**config.mk**
```make
export PLATFORM = sky130hd
export DESIGN_NAME = motor_pwm_driver
export DESIGN_NICKNAME = d
export VERILOG_FILES = /design/src/rtl/motor_pwm_driver.sv
export SDC_FILE = /design/constraint.sdc
export NUM_CORES = 1
export LEC_CHECK = 0
export CAP_MARGIN = 20
export CORE_MARGIN = 2
export CORE_UTILIZATION = 50
export DETAILED_ROUTE_END_ITERATION = 16
export PLACE_DENSITY_LB_ADDON = 0.05
export SLEW_MARGIN = 20
export SYNTH_ARGS = -nofsm -noshare
export SYNTH_HDL_FRONTEND = slang
export SYNTH_SLANG_ARGS = --single-unit
```
**constraint.sdc**
```tcl
create_clock -name clock -period 9.2 [get_ports clock]
set_input_delay 1.84 -clock clock [delete_from_list [all_inputs] [get_ports clock]]
set_output_delay 1.84 -clock clock [all_outputs]
set_load 0.02 [all_outputs]
```
**src/rtl/motor_pwm_driver.sv**
```systemverilog
// Motor PWM driver: signed duty request to H-bridge PWM with
// per-period slew limiting and whole-period reversal dead time.
module motor_pwm_driver (
    input  logic               clock,
    input  logic               reset,
    input  logic               enable,
    input  logic               update_controller,
    input  logic signed [15:0] pwmRef,
    input  logic        [15:0] period,
    input  logic        [7:0]  deadTime,
    input  logic        [15:0] slewStep,
    output logic               pwm_a,
    output logic               pwm_b,
    output logic               dir,
    output logic signed [15:0] duty,
    output logic        [1:0]  state
);
    localparam logic [1:0] S_DIS = 2'd0;
    localparam logic [1:0] S_RUN = 2'd1;
    localparam logic [1:0] S_DT  = 2'd2;

    logic        [15:0] cnt_q, cnt_d;
    logic signed [15:0] tgt_q, tgt_d;
    logic        [15:0] mag_q, mag_d;
    logic        [7:0]  dt_q, dt_d;
    logic               dir_q, dir_d;
    logic        [1:0]  st_q, st_d;
    logic               upd_q;
    logic               pa_q, pa_d;
    logic               pb_q, pb_d;

    logic        per_ok, tick, unl, oppose;
    logic [15:0] tabs, tmag, ramp, shrink;

    assign per_ok = (period >= 16'd2);
    assign tick   = per_ok && (cnt_q >= period - 16'd1);
    assign unl    = (slewStep == 16'd0);
    assign oppose = (tgt_q != 16'sd0) && (tgt_q[15] != dir_q);

    // -32768 saturates to 32767 so the magnitude fits 15 bits
    always_comb begin
        tabs = $unsigned(tgt_q);
        if (tgt_q[15])
            tabs = (tgt_q == 16'sh8000) ? 16'h7fff
                 : 16'(~tgt_q) + 16'd1;
        tmag = (tabs > period) ? period : tabs;
    end

    always_comb begin
        if (mag_q < tmag)
            ramp = (unl || (tmag - mag_q) <= slewStep)
                 ? tmag : mag_q + slewStep;
        else
            ramp = (unl || (mag_q - tmag) <= slewStep)
                 ? tmag : mag_q - slewStep;
        shrink = (unl || mag_q <= slewStep)
               ? 16'd0 : mag_q - slewStep;
    end

    always_comb begin
        cnt_d = (per_ok && !tick) ? cnt_q + 16'd1 : 16'd0;
        tgt_d = (update_controller && !upd_q) ? pwmRef : tgt_q;
        mag_d = mag_q;
        dt_d  = dt_q;
        dir_d = dir_q;
        st_d  = st_q;
        if (!enable) begin
            st_d  = S_DIS;
            mag_d = 16'd0;
        end else begin
            unique case (st_q)
                S_DIS: st_d = S_RUN;
                S_RUN: begin
                    if (tick) begin
                        if (!oppose) begin
                            mag_d = ramp;
                        end else if (mag_q != 16'd0) begin
                            mag_d = shrink;
                        end else if (deadTime != 8'd0) begin
                            st_d = S_DT;
                            dt_d = deadTime;
                        end else begin
                            dir_d = ~dir_q;
                        end
                    end
                end
                S_DT: begin
                    if (tick) begin
                        if (dt_q <= 8'd1) begin
                            st_d  = S_RUN;
                            dir_d = ~dir_q;
                            mag_d = 16'd0;
                            dt_d  = 8'd0;
                        end else begin
                            dt_d = dt_q - 8'd1;
                        end
                    end
                end
                default: st_d = S_DIS;
            endcase
        end
        // one-cycle-late compare keeps the outputs registered
        pa_d = per_ok && (st_q == S_RUN) && !dir_q
            && (cnt_q < mag_q);
        pb_d = per_ok && (st_q == S_RUN) && dir_q
            && (cnt_q < mag_q);
    end

    always_ff @(posedge clock) begin
        if (reset) begin
            cnt_q <= 16'd0;
            tgt_q <= 16'sd0;
            mag_q <= 16'd0;
            dt_q  <= 8'd0;
            dir_q <= 1'b0;
            st_q  <= S_DIS;
            upd_q <= 1'b0;
            pa_q  <= 1'b0;
            pb_q  <= 1'b0;
        end else begin
            cnt_q <= cnt_d;
            tgt_q <= tgt_d;
            mag_q <= mag_d;
            dt_q  <= dt_d;
            dir_q <= dir_d;
            st_q  <= st_d;
            upd_q <= update_controller;
            pa_q  <= pa_d;
            pb_q  <= pb_d;
        end
    end

    assign pwm_a = pa_q;
    assign pwm_b = pb_q;
    assign dir   = dir_q;
    assign duty  = dir_q ? -$signed(mag_q) : $signed(mag_q);
    assign state = st_q;
endmodule

```
==> impl_metrics.csv <==
group,metric,value,unit
cells_and_area,multi_input_area,0.00739,mm^2
routing,detailedRoute.firstIterationViolations,915,
timing,achievable-frequency,114,MHz
routing,avgRoutedWirePerCell,19.2,um
yosys,yosysUniqueCellTypes,82,
timing,relSlewSlack,40.3,%
yosys,yosys_register_bits,62,
cts,maximum_buffer_depth_of_the_clock_tree,2,
worst_setup_path,end_kind,"flip-flop",
grt,gr-total-overflow,0,
floorplanning,die_width,140,um
timing,drv_slew,0,
yosys,count_of_flip_flops_with_a_built_in_enable_after_synthesis,0,
worst_setup_path,cp_slowest_stage_delay,0.56,ns
cts,clk_transition_reported_paths,0.06,ns
floorplanning,die_h,140,um
yosys,synth_async_sr_flop_share,0,%
power,vdd_drop_max,0.000108,V
cts,tritoncts_clock_tree,"done",
yosys,netlist_area,0.00922,mm^2
cells_and_area,layout.area.seq,0.00124,mm^2
floorplanning,io_pins,81,
worst_setup_path,path_common_cell,"ha_1",
cts,postCtsSetupBuffers,0,
yosys,synth_area_per_cell,7.38,um^2
timing,worst_slew_pin_slew,0.893,ns
yosys,dominantRegCellSynth,"dfxtp_1",
routing,ant_nets,0,
power,powerDensity,126,mW/mm^2
worst_setup_path,crit_path_max_fanout,9,
routing,totalWireLength,29600,um
yosys,synth_warnings,0,
timing,final.period_utilization,95.2,%
timing,skew,0.0114,ns
timing,setup_slack,0.437,ns
floorplanning,fp-row-count,49,
floorplanning,fp.dieArea,0.0195,mm^2
yosys,syn_inst,1250,
worst_setup_path,arrival,9.00,ns
cells_and_area,antenna-diode-count,0,
floorplanning,initial_core_util,51.2,%
yosys,top_post_synthesis_cells_by_area,"ha_1 20%, dfxtp_1 13%, xnor2_1 5.9%",
grt,pin_count_of_the_biggest_net_entering_global_routing,30,
grt,first_global_vias,8502,
cells_and_area,area_growth_syn_to_layout,14.2,%
grt,grt_pass1_wl,47300,um
grt,global_route.usage.total,30.3,%
worst_setup_path,cp_max_stage_cell,"clkdlybuf4s50_1",
cells_and_area,fin_nets,1515,
placed_design,dpl_worst_slack,0.111,ns
cells_and_area,layout.cells.non_filler,1539,
worst_setup_path,path_class,"in2reg",
cts,clock_sinks,62,
worst_setup_path,critPathLaunchType,"primary input",
floorplanning,fp.coreArea,0.0180,mm^2
power,power_leakage,4.59,nW
routing,count_of_vias_placed_by_the_detailed_router,9427,
cells_and_area,layout-drive-gt1-share,4.58,%
cts,clock-root-buffer,"clkbuf_16",
routing,drc,0,
placed_design,dpl.hpwl,24100,um
routing,route.detailed.vias_per_inst,6.13,
flow_run,max_cap_viol,0,
timing,timing.final.hold_violations,0,
power,p_total,1.33,mW
yosys,synth_top_cell_area_share,19.8,%
worst_hold_path,hold_path_class,"reg2reg",
timing,timing.setup.tns,0,ns
placed_design,place_inst,1523,
yosys,synth_area_leader_cell,"ha_1",
placed_design,routabilityCongestion,0.939,
cells_and_area,fillCellCount,1762,
cts,clock_buffer_count_from_cts,9,
yosys,number_of_nets_produced_by_synthesis,1460,
timing,setup_viol,0,
timing,layout_min_cycle_time,8.76,ns
cts,clk_latency_worst_skew_pair,0.35,ns
grt,antenna_found_initial,1,
run_status,run_status,"finished, final reports clean",
cts,cts-htree-levels,3,
timing,hold-worst-slack,0.467,ns
timing,grt_setup_unrepaired,"no",
placed_design,placement.io_buffers,80,
worst_setup_path,worst-endpoint-required,9.44,ns
yosys,sequential_element_share_of_the_synthesized_area,13.5,%
routing,drtPass1Iterations,7,
-- path summary, 6_finish.rpt --
check | to | start | cells after the start | slack [ns]
worst min register to register | tgt_q[1] | tgt_q[1] | 2 | 0.47
worst max register to register | mag_q[5] | tgt_q[2] | 30 | 0.54
worst max-delay path | mag_q[5] | period[1] | 28 | 0.44
worst min-delay path | tgt_q[1] | tgt_q[1] | 2 | 0.47
-- synthesized netlist by cell type (all sizes together), types with 17 or more instances --
library cell  number
buf               17
clkbuf            38
nor2b             17
dfxtp             62
ha               146
nand2            113
a21o              31
nor4              21
nand4             27
a21oi            105
inv              101
nor3              33
nor2             101
nand3             34
o21ai             55
xnor2             62
xor2              35
-- power breakdown --
group | internal [mW] | switching [mW] | total (mW)
Combinational | 0.291 | 0.421 | 0.712
Clock | 0.190 | 0.142 | 0.332
Sequential | 0.274 | 0.00953 | 0.284
Total | 0.756 | 0.573 | 1.33
-- cell usage in the layout (no fill, tap or decap), types with 17 or more instances in the layout --
master	n
ha_1	146
nor4_1	21
inv_1	100
a21o_1	31
nor2b_1	17
dfxtp_1	62
xnor2_1	62
nor3_1	32
nand2_1	113
nor2_1	101
nand4_1	27
clkdlybuf4s50_1	80
xor2_1	35
buf_4	19
nand3_1	34
a21oi_1	103
o21ai_0	51
-- logic make-up after synthesis --
group,synth area share (%)
flip-flops,13.5
AO/OA/AOI/OAI,25.4
adder cells (fa/ha/maj),20.7
multiplexers,2.14
AND/OR/NAND/NOR,22.5
buffers and inverters,6.58
XOR/XNOR,9.21
-- through the flow --
| stage | instance area (um^2) | util (%) |
|---|---|---|
| final | 10500 | 58.4 |
| after global routing | 10500 | 58.4 |
| after CTS | 10500 | 58.3 |
| after detailed placement | 10200 | 56.7 |
| after global placement | 10200 | 56.7 |
| after floorplan | 9220 | - |
-- cell type report --
type	instances	area share (%)
inverter	101	3.60
sequential	62	11.8
clock buffer	10	2.27
timing repair buffer	99	8.96
multi-input combinational	1032	70.2
tap	229	2.72
clock inverter	6	0.428
-- sequential cells by signal (all words and copies together) (netlist names) --
| name | flops |
|---|---|
| cnt_q | 16 |
| mag_q | 16 |
| tgt_q | 16 |
| dt_q | 8 |
| state | 2 |
| dir | 1 |
| pwm_a | 1 |
| pwm_b | 1 |
| upd_q | 1 |
-- worst max-delay path, delay by kind of cell --
kind            cells  cell delay (ns)
fa+ha+maj           3             0.93
compound gates     13             2.98
xor+xnor            1             0.17
mux                 1             0.34
buf+inv             4             1.06
simple gates        6             1.65
-- timing repair --
action	4_1_cts	5_1_grt
resized for setup	0	3
setup endpoints to repair	0	8
hold buffers	0	0
hold endpoints to repair	0	0
-- per-layer routing --
metal,up-vias,routed length [um],track usage (%)
li1,4672,-,-
met4,0,550,6.63
met1,4335,13900,45.2
met2,381,12800,45.7
met3,39,2320,4.75
met5,-,0,0
Note: power is estimated with default switching activity, not from simulation.
